`config.mk`:
```
export PLATFORM = sky130hd
export DESIGN_NAME = fpu_out_sched
export DESIGN_NICKNAME = d
export VERILOG_FILES = /design/src/rtl/fpu_out_pkg.sv /design/src/rtl/fpu_out_fifo.sv /design/src/rtl/fpu_out_sched.sv
export SDC_FILE = /design/constraint.sdc
export NUM_CORES = 1
export LEC_CHECK = 0
export BUFFER_PORTS_ARGS = -buffer_cell sky130_fd_sc_hd__buf_2
export CAP_MARGIN = 10
export CORE_ASPECT_RATIO = 2
export CORE_MARGIN = 3
export CORE_UTILIZATION = 45
export CTS_CLUSTER_SIZE = 20
export DETAILED_ROUTE_END_ITERATION = 10
export PLACE_DENSITY_LB_ADDON = 0.08
export SLEW_MARGIN = 20
export SYNTH_ARGS = -nofsm -noshare
export SYNTH_HDL_FRONTEND = slang
export SYNTH_SLANG_ARGS = --single-unit
```
`constraint.sdc`:
```
create_clock -name rclk -period 3.57 [get_ports rclk]
set_clock_uncertainty 0.2 [all_clocks]
set_input_delay 0.5355 -clock rclk [delete_from_list [all_inputs] [get_ports rclk]]
set_output_delay 0.5355 -clock rclk [all_outputs]
set_load 0.05 [all_outputs]
```
`src/rtl/fpu_out_pkg.sv`:
```
// fpu_out_sched shared definitions
// pipe indices, dest_rdy positions, ID field split
package fpu_out_pkg;

  localparam int PIPE_ADD = 0;
  localparam int PIPE_MUL = 1;
  localparam int PIPE_DIV = 2;
  localparam int NPIPE    = 3;

  localparam int DEST_ADD = PIPE_ADD;
  localparam int DEST_MUL = PIPE_MUL;
  localparam int DEST_DIV = PIPE_DIV;

  localparam int CQ_LSB = 2;
  localparam int CQ_W   = 8;
  localparam int THR_W  = 2;

  typedef enum logic [1:0] {
    WIN_ADD  = 2'd0,
    WIN_MUL  = 2'd1,
    WIN_DIV  = 2'd2,
    WIN_NONE = 2'd3
  } win_e;

  function automatic logic [NPIPE-1:0] win_onehot(win_e w);
    logic [NPIPE-1:0] v;
    v = '0;
    if (w != WIN_NONE) v[w] = 1'b1;
    return v;
  endfunction

endpackage

```
`src/rtl/fpu_out_fifo.sv`:
```
// fpu_out_fifo: small per-pipe result queue
// a push into a full queue without a pop is dropped
module fpu_out_fifo #(
  parameter int DEPTH = 2,
  parameter int WIDTH = 10
) (
  input  logic                       clk,
  input  logic                       rst,
  input  logic                       push,
  input  logic                       pop,
  input  logic [WIDTH-1:0]           din,
  output logic [WIDTH-1:0]           head,
  output logic [$clog2(DEPTH):0]     count,
  output logic                       full,
  output logic                       empty
);

  localparam int AW = $clog2(DEPTH);

  logic [WIDTH-1:0] r_mem [DEPTH];
  logic [AW-1:0]    r_rd;
  logic [AW-1:0]    r_wr;
  logic [AW:0]      r_cnt;
  logic             w_pop;
  logic             w_push;

  assign full   = (r_cnt == (AW+1)'(DEPTH));
  assign empty  = (r_cnt == '0);
  assign w_pop  = pop && !empty;
  assign w_push = push && (!full || w_pop);
  assign head   = r_mem[r_rd];
  assign count  = r_cnt;

  // storage array, written on accepted push
  always_ff @(posedge clk) begin
    if (w_push) r_mem[r_wr] <= din;
  end

  // pointers wrap naturally with power-of-two depth
  always_ff @(posedge clk or posedge rst) begin
    if (rst) begin
      r_rd  <= '0;
      r_wr  <= '0;
      r_cnt <= '0;
    end else begin
      if (w_push) r_wr <= r_wr + 1'b1;
      if (w_pop)  r_rd <= r_rd + 1'b1;
      r_cnt <= r_cnt + (AW+1)'(w_push) - (AW+1)'(w_pop);
    end
  end

endmodule

```
`src/rtl/fpu_out_sched.sv`:
```
// fpu_out_sched: FPU result scheduler toward CPX
// div priority, add/mul round robin, credit flow control
module fpu_out_sched
  import fpu_out_pkg::*;
#(
  parameter int QDEPTH  = 2,
  parameter int CREDITS = 2,
  parameter int ID_W    = 10
) (
  input  logic            rclk,
  input  logic            arst,
  input  logic            div_req_in,
  input  logic            mul_req_in,
  input  logic            add_req_in,
  input  logic [ID_W-1:0] div_id_in,
  input  logic [ID_W-1:0] mul_id_in,
  input  logic [ID_W-1:0] add_id_in,
  input  logic            cpx_fp_crd_ret,
  output logic [7:0]      fp_cpx_req_cq,
  output logic [1:0]      req_thread,
  output logic [2:0]      dest_rdy,
  output logic            div_hold,
  output logic            mul_hold,
  output logic            add_hold,
  output logic [2:0]      credit_cnt,
  output logic [1:0]      err
);

  localparam int CW = $clog2(QDEPTH) + 1;

  logic [ID_W-1:0] w_id   [NPIPE];
  logic [ID_W-1:0] w_head [NPIPE];
  logic [CW-1:0]   w_cnt  [NPIPE];
  logic [NPIPE-1:0] w_req, w_full, w_empty, w_pop, w_ovf, w_hnx;

  win_e            w_win;
  logic            w_issue;
  logic [ID_W-1:0] w_sel;
  logic            w_ret_ok;
  logic [2:0]      w_crd_nxt;

  logic [7:0]       r_cq;
  logic [1:0]       r_thr;
  logic [2:0]       r_dest;
  logic [NPIPE-1:0] r_hold;
  logic [2:0]       r_crd;
  logic [1:0]       r_err;
  logic             r_add_turn;

  assign w_req[PIPE_ADD] = add_req_in;
  assign w_req[PIPE_MUL] = mul_req_in;
  assign w_req[PIPE_DIV] = div_req_in;
  assign w_id[PIPE_ADD]  = add_id_in;
  assign w_id[PIPE_MUL]  = mul_id_in;
  assign w_id[PIPE_DIV]  = div_id_in;

  for (genvar g = 0; g < NPIPE; g++) begin : g_q
    assign w_pop[g] = (w_win == win_e'(g));
    assign w_ovf[g] = w_req[g] && w_full[g] && !w_pop[g];
    assign w_hnx[g] =
      (CW'(w_cnt[g] + CW'(w_req[g] && !w_ovf[g]) - CW'(w_pop[g]))
       >= CW'(QDEPTH - 1));

    fpu_out_fifo #(
      .DEPTH (QDEPTH),
      .WIDTH (ID_W)
    ) u_fifo (
      .clk   (rclk),
      .rst   (arst),
      .push  (w_req[g]),
      .pop   (w_pop[g]),
      .din   (w_id[g]),
      .head  (w_head[g]),
      .count (w_cnt[g]),
      .full  (w_full[g]),
      .empty (w_empty[g])
    );
  end

  // winner pick: div first, then add/mul by add_turn
  always_comb begin
    w_win = WIN_NONE;
    w_sel = '0;
    if (r_crd != '0) begin
      priority case (1'b1)
        !w_empty[PIPE_DIV]:
          w_win = WIN_DIV;
        !w_empty[PIPE_MUL] && !w_empty[PIPE_ADD]:
          w_win = r_add_turn ? WIN_ADD : WIN_MUL;
        !w_empty[PIPE_MUL]:
          w_win = WIN_MUL;
        !w_empty[PIPE_ADD]:
          w_win = WIN_ADD;
        default:
          w_win = WIN_NONE;
      endcase
    end
    unique case (w_win)
      WIN_ADD: w_sel = w_head[PIPE_ADD];
      WIN_MUL: w_sel = w_head[PIPE_MUL];
      WIN_DIV: w_sel = w_head[PIPE_DIV];
      default: w_sel = '0;
    endcase
  end

  assign w_issue  = (w_win != WIN_NONE);
  assign w_ret_ok = cpx_fp_crd_ret &&
                    !(r_crd == 3'(CREDITS) && !w_issue);
  assign w_crd_nxt = r_crd - 3'(w_issue) + 3'(w_ret_ok);

  // issue registers, credits, arbitration turn, sticky errors
  always_ff @(posedge rclk or posedge arst) begin
    if (arst) begin
      r_cq       <= '0;
      r_thr      <= '0;
      r_dest     <= '0;
      r_hold     <= '0;
      r_crd      <= 3'(CREDITS);
      r_err      <= '0;
      r_add_turn <= 1'b0;
    end else begin
      r_cq   <= w_issue ? 8'(w_sel[ID_W-1:CQ_LSB]) : '0;
      r_thr  <= w_issue ? w_sel[THR_W-1:0] : '0;
      r_dest <= win_onehot(w_win);
      r_hold <= w_hnx;
      r_crd  <= w_crd_nxt;
      if (|w_ovf) r_err[0] <= 1'b1;
      if (cpx_fp_crd_ret && !w_ret_ok) r_err[1] <= 1'b1;
      if (w_issue && w_win != WIN_DIV) r_add_turn <= !r_add_turn;
    end
  end

  assign fp_cpx_req_cq = r_cq;
  assign req_thread    = r_thr;
  assign dest_rdy      = r_dest;
  assign div_hold      = r_hold[PIPE_DIV];
  assign mul_hold      = r_hold[PIPE_MUL];
  assign add_hold      = r_hold[PIPE_ADD];
  assign credit_cnt    = r_crd;
  assign err           = r_err;

endmodule

```
## Word level (Yosys, flattened, before mapping)

Memories as Yosys holds them, arrays and structs flattened.
Cells that the tools add are included.
W data, S select, Z words.

| word-level totals | value |
|---|---|
| output and inout port bits | 21 |
| register bits after elaboration | 34 |
| bits of input ports | 36 |
| latch bits | 0 |
| bits in writable memories | 60 |
| memories kept | 3 |
| ROM bits | 0 |
| logic and storage cells | 117 |

Memories:

| name | words | bits a word | rd ports | clocked after Yosys merged registers in | wr ports | RTL line | text |
|---|---|---|---|---|---|---|---|
| g_q[0].u_fifo.r_mem | 2 | 10 | 1 | 0 | 1 | fpu_out_fifo.sv:20 | `logic [WIDTH-1:0] r_mem [DEPTH];` |
| g_q[1].u_fifo.r_mem | 2 | 10 | 1 | 0 | 1 | fpu_out_fifo.sv:20 |  |
| g_q[2].u_fifo.r_mem | 2 | 10 | 1 | 0 | 1 | fpu_out_fifo.sv:20 |  |

| operators by class | value |
|---|---|
| order comparisons | 5 |
| div/mod/pow operators | 0 |
| $add $sub $neg | 20 |
| multipliers | 0 |
| muxes and demuxes | 18 |
| bitwise logic cells | 0 |
| shifts and indexed selects | 0 |
| equal/unequal tests | 8 |
| reduce and logical (&&, ||, !) cells | 46 |

Operator list:

| cell | number |
|---|---|
| $pmux W10 S3 | 1 |
| $logic_and A1 B1 Y1 | 21 |
| $logic_not A1 Y1 | 16 |
| $add A2 B1 Y2 | 6 |
| $mux W2 | 6 |
| $sub A2 B1 Y2 | 6 |
| $eq A2 B2 Y1 const B | 4 |
| $ge A2 B1 Y1 const B | 4 |
| $logic_not A2 Y1 | 4 |
| $mux W1 | 8 |
| $mux W8 | 1 |
| $add A1 B1 Y1 const B | 6 |
| $ne A2 B2 Y1 const B | 2 |
| $add A3 B1 Y3 | 1 |
| $eq A3 B2 Y1 const B | 1 |
| $logic_or A1 B1 Y1 | 3 |
| $lt A2 B3 Y1 const B | 1 |
| $mux W3 | 1 |
| $reduce_bool A3 Y1 | 1 |
| $reduce_or A3 Y1 | 1 |
| $sub A3 B1 Y3 | 1 |
| $demux W1 S2 | 1 |
| $eq A2 B1 Y1 const B | 1 |

## Depth between registers and ports, before layout

| logic depth | value |
|---|---|
| depth after elaboration | 14 |
| mapped depth | 12 |
| mapped depth without buffers | 10 |

## By module

A second synthesis with hierarchy kept.

| unflattened totals | value |
|---|---|
| cells, all modules | 262 |
| area total of the unflattened synthesis | 4140.2 um^2 |

By module, submodules not included:

| module | cells each | seq. area each (um^2) | times used | area each (um^2) |
|---|---|---|---|---|
| fpu_out_fifo at g_q[0].u_fifo ... | 54 | 700.7 | 2 | 940.9 |
| fpu_out_sched | 101 | 551.8 | 1 | 1292.5 |
| fpu_out_fifo at g_q[1].u_fifo | 53 | 700.7 | 1 | 965.9 |

## Worst setup path after synthesis

OpenSTA, ideal clock, no wires.

| timing | value |
|---|---|
| kind | reg-to-reg |
| start | register r_crd[1], in the netlist credit_cnt[1] |
| end | memory g_q[1].u_fifo.r_mem[1][0] (enable) |
| setup time | 392 ps |
| data required time | 2978 ps |
| stages on the path, launching flop included | 6 |
| path slack | 908 ps |
| data arrival time | 2069 ps |
| clock period less this slack | 2662 ps |
| path buffers | 2 |
| path through | dfstp_2 > buf_6 > or3_1 > buf_6 > a31oi_4 > nor3b_1 |

| between the ends | value |
|---|---|
| word-level cells in the longest chain between the ends | 8 |

Ends and longest elaborated chain:

| element | RTL line | text |
|---|---|---|
| start: declaration | fpu_out_sched.sv:46 | `logic [2:0] r_crd;` |
| start signal: assignment | fpu_out_sched.sv:118 | `r_crd <= 3'(CREDITS);` |
| start signal: assignment | fpu_out_sched.sv:126 | `r_crd <= w_crd_nxt;` |
| $reduce_bool A3 Y1 | fpu_out_sched.sv:84 | `if (r_crd != '0) begin` |
| $mux W2 | fpu_out_sched.sv:84 |  |
| $eq A2 B1 Y1 | fpu_out_sched.sv:58 | `assign w_pop[g] = (w_win == win_e'(g));` |
| $logic_and A1 B1 Y1 | fpu_out_fifo.sv:29 | `assign w_pop = pop && !empty;` |
| $logic_or A1 B1 Y1 | fpu_out_fifo.sv:30 | `assign w_push = push && (!full \|\| w_pop);` |
| $logic_and A1 B1 Y1 | fpu_out_fifo.sv:30 |  |
| $mux W1 | fpu_out_fifo.sv:36 | `if (w_push) r_mem[r_wr] <= din;` |
| $mux W1 (implied by the code) | fpu_out_fifo.sv:36 |  |
| end: declaration | fpu_out_fifo.sv:20 |  |

No other way between the ends.

## Worst setup path in the final report

| timing | value |
|---|---|
| start | register r_crd[1], in the netlist credit_cnt[1] |
| end | register r_hold[1] |

| between the ends | value |
|---|---|
| word-level cells in the longest chain between the ends | 10 |

Ends and longest elaborated chain:

| element | RTL line | text |
|---|---|---|
| $reduce_bool A3 Y1 (*) | fpu_out_sched.sv:84 |  |
| $mux W2 (*) | fpu_out_sched.sv:84 |  |
| $eq A2 B1 Y1 (*) | fpu_out_sched.sv:58 |  |
| $logic_not A1 Y1 | fpu_out_sched.sv:59 | `assign w_ovf[g] = w_req[g] && w_full[g] && !w_pop[g];` |
| $logic_and A1 B1 Y1 | fpu_out_sched.sv:59 |  |
| $logic_not A1 Y1 | fpu_out_sched.sv:61 | `(CW'(w_cnt[g] + CW'(w_req[g] && !w_ovf[g]) - CW'(w_pop[g]))` |
| $logic_and A1 B1 Y1 | fpu_out_sched.sv:61 |  |
| $add A2 B1 Y2 | fpu_out_sched.sv:61 |  |
| $sub A2 B1 Y2 (*) | fpu_out_sched.sv:61 |  |
| $ge A2 B1 Y1 (*) | fpu_out_sched.sv:62 | `>= CW'(QDEPTH - 1));` |
| named net w_hnx[1] | fpu_out_sched.sv:34 | `logic [NPIPE-1:0] w_req, w_full, w_empty, w_pop, w_ovf, w_hnx;` |
| end signal: assignment | fpu_out_sched.sv:125 | `r_hold <= w_hnx;` |
| end: declaration | fpu_out_sched.sv:45 | `logic [NPIPE-1:0] r_hold;` |

The timed path passes the listed nets; every way through them passes the cells marked *.
A chain may end at the register's enable or synchronous reset.

==> results.ini <==
[setup_path]
worstPathMaxFanout=13
crit_chain=or3_1, o2111ai_2, inv_1, ha_1, inv_1, ha_1, xor2_1, xnor2_1, nand2b_1
startpoint_type=register
crit_type=register to register
cp.arrival_ns=2.79
crit_path_max_incr_delay_ns=0.64
cp-end-kind=register
cp_slowest_cell=dfstp_2
required_ns=3.59

[timing]
fin_crit_ns=2.773
setup-violations-final=0
holdWs_ns=0.08716
max_slew_margin=0.3884
hold_violations=0
maxSlewViolCount=0
tns_ns=0
fmax_mhz=360.6
rsz0062_at_grt=no
fin_crit_sh=0.7767
tightest_slew_ns=0.9140

[finish]
syn_to_final_growth_pct=17.03
fin_nets=370
drive_above_1_share=0.2932
antenna_cells=0
layout.cells.non_filler=422

[routing]
vias_per_cell=5.204
first_pass_iters=4
drc=0
vias=2196
drt_wl_total_um=7488
ant_nets=0
routedWlPerCell_um=17.74
drtIter0Drc=73

[yosys]
synth_nets=305
ys_warn_count=0
ys_top_cells_by_count=60 x edfxtp_1, 33 x dfrtp_1, 20 x mux2i_1
avgSynthCellArea_um2=15.59
synthArstFlopShare=0.3617
ys.flop_type=edfxtp_1
yosysMostFrequentCell=edfxtp_1
yosysTopAreaCell=edfxtp_1
ys_seq_area_frac=0.6701
syn_inst=254
synth-edff-count=60
syn_area_um2=3960
synthTopCellsByArea=edfxtp_1 45%, dfrtp_1 21%, mux2i_1 5.1%
synth_cell_types=38
ys_ff_latch=94
synth_top_area_share=0.4550

[floorplan]
rows=47
die_w_um=72.33
dieArea_um2=10030
die_y_um=138.7
start_util=0.4709
ios=57
fp.coreArea_um2=8409

[grt]
grt_pass1_vias=2327
overflow=0
grt.total_usage=0.1631
grt_max_degree=35
grt_pass1_wl_um=12000
antenna_found_initial=0

[place]
place_congestion=0.7979
io_buffers=56
hpwl_um=5460
dp_cells=406

[cts]
cts_tree=done
clk_pin_slew_ns=0.06
insertion_delay_ns=0.34
clk_path_buf_depth=2
postCtsSetupBuffers=0
post_cts_resized=0
htree_levels=3
clkSinkCount=94
hold_buffers=0
cts-root-buf=clkbuf_16
cts_buffers=9

[pwr]
pwr_density_cell_nw_per_um2=980.5
peakVddDrop_uv=570.6
power_leakage_nw=1.958

[flow_run]
cap_viol_max_count=0

[outcome]
status=complete, no violations

[min_path]
hold_path.class=input pin to async pin

-- registers in the layout, summed over array words and instances (netlist names) --
register / cells
g_q.u_fifo.r_rd: 3
req_thread: 2
r_hold: 3
err: 2
r_add_turn: 1
dest_rdy: 3
fp_cpx_req_cq: 8
credit_cnt: 3
g_q.u_fifo.r_mem: 60
g_q.u_fifo.count: 6
g_q.u_fifo.r_wr: 3
-- layer usage --
metal  vias up  share of wire  global-route usage
li1       1066              -                   -
met1      1068           0.37              0.1802
met2        50           0.58              0.2929
met3        12          0.034             0.02903
met4         0          0.020             0.07433
met5         -              0                   0
-- layout make-up --
type / count / area [um2]
tap: 98 / 122.6
clock inverter: 4 / 47.55
timing repair buffer: 63 / 332.8
clock buffer: 12 / 236.5
inverter: 19 / 71.32
fill: 720 / 3775
multi-input combinational: 132 / 1170
sequential: 94 / 2654
-- stage by stage --
stage / cell area [um2] / power [mW] / util / setup slack (ns)
6_report: 4634 / 4.544 / 0.5511 / 0.7970
2_1_floorplan: 3960 / 3.231 / - / 0.9084
3_5_place_dp: 4350 / 3.697 / 0.5173 / 0.7783
4_1_cts: 4634 / 4.622 / 0.5511 / 0.7694
5_1_grt: 4634 / 4.845 / 0.5511 / 0.5632
3_3_place_gp: 4350 / 3.663 / 0.5173 / 0.8703
-- worst paths after layout --
check,startpoint,end,slack (ns),cells after the start
min in group rclk,div_id_in[1],g_q[2].u_fifo.r_mem[1][1],0.18,1
max in group asynchronous,arst,credit_cnt[1],2.73,3
hold reg to reg,err[1],err[1],0.26,1
hold / removal,arst,g_q[2].u_fifo.count[1],0.09,3
setup reg to reg,credit_cnt[1],r_hold[1],0.80,9
setup / recovery,credit_cnt[1],r_hold[1],0.80,9
-- cell usage in the layout (no fill, tap or decap), drive strengths merged, types with 2 or more instances in the layout --
master and count:
clkbuf 12, edfxtp 60, a31oi 2, mux2 10, inv 19, nor2 7, o32a 3, a21boi 3
dfrtp 33, buf 63, nand2 12, nand4 2, nor2b 4, ha 14, mux2i 20, o2111ai 2
nor4 2, nor3b 2, xnor2 13, clkinv 3, and2 2, nand2b 7, o221ai 10, xor2 6
-- kinds of logic (layout without fill, tap and decap cells) --
family / count (synthesis) / in the layout / synth area share
DFF: 94 / 94 / 0.6701
and+or+nand+nor: 40 / 40 / 0.05339
xor gates and xnor gates: 19 / 19 / 0.04202
muxes: 30 / 30 / 0.07899
AOI/OAI and AO/OA: 28 / 28 / 0.07172
buffers and inverters: 28 / 98 / 0.03444
adders and majority gates: 15 / 15 / 0.04929
-- worst max-delay path: cells and delay by family, from the launching register on --
kind            cells  cell delay (ns)
compound gates      1             0.43
fa+ha+maj           2             0.39
simple gates        2             0.44
xor+xnor            2             0.31
buf+inv             2             0.26
flops               1             0.64
-- power by group --
group / switching [mW] / internal [mW]
sequential: 0.286 / 1.55
clock: 0.370 / 0.541
combinational: 1.11 / 0.685
Power figures use the tool's default switching activity.
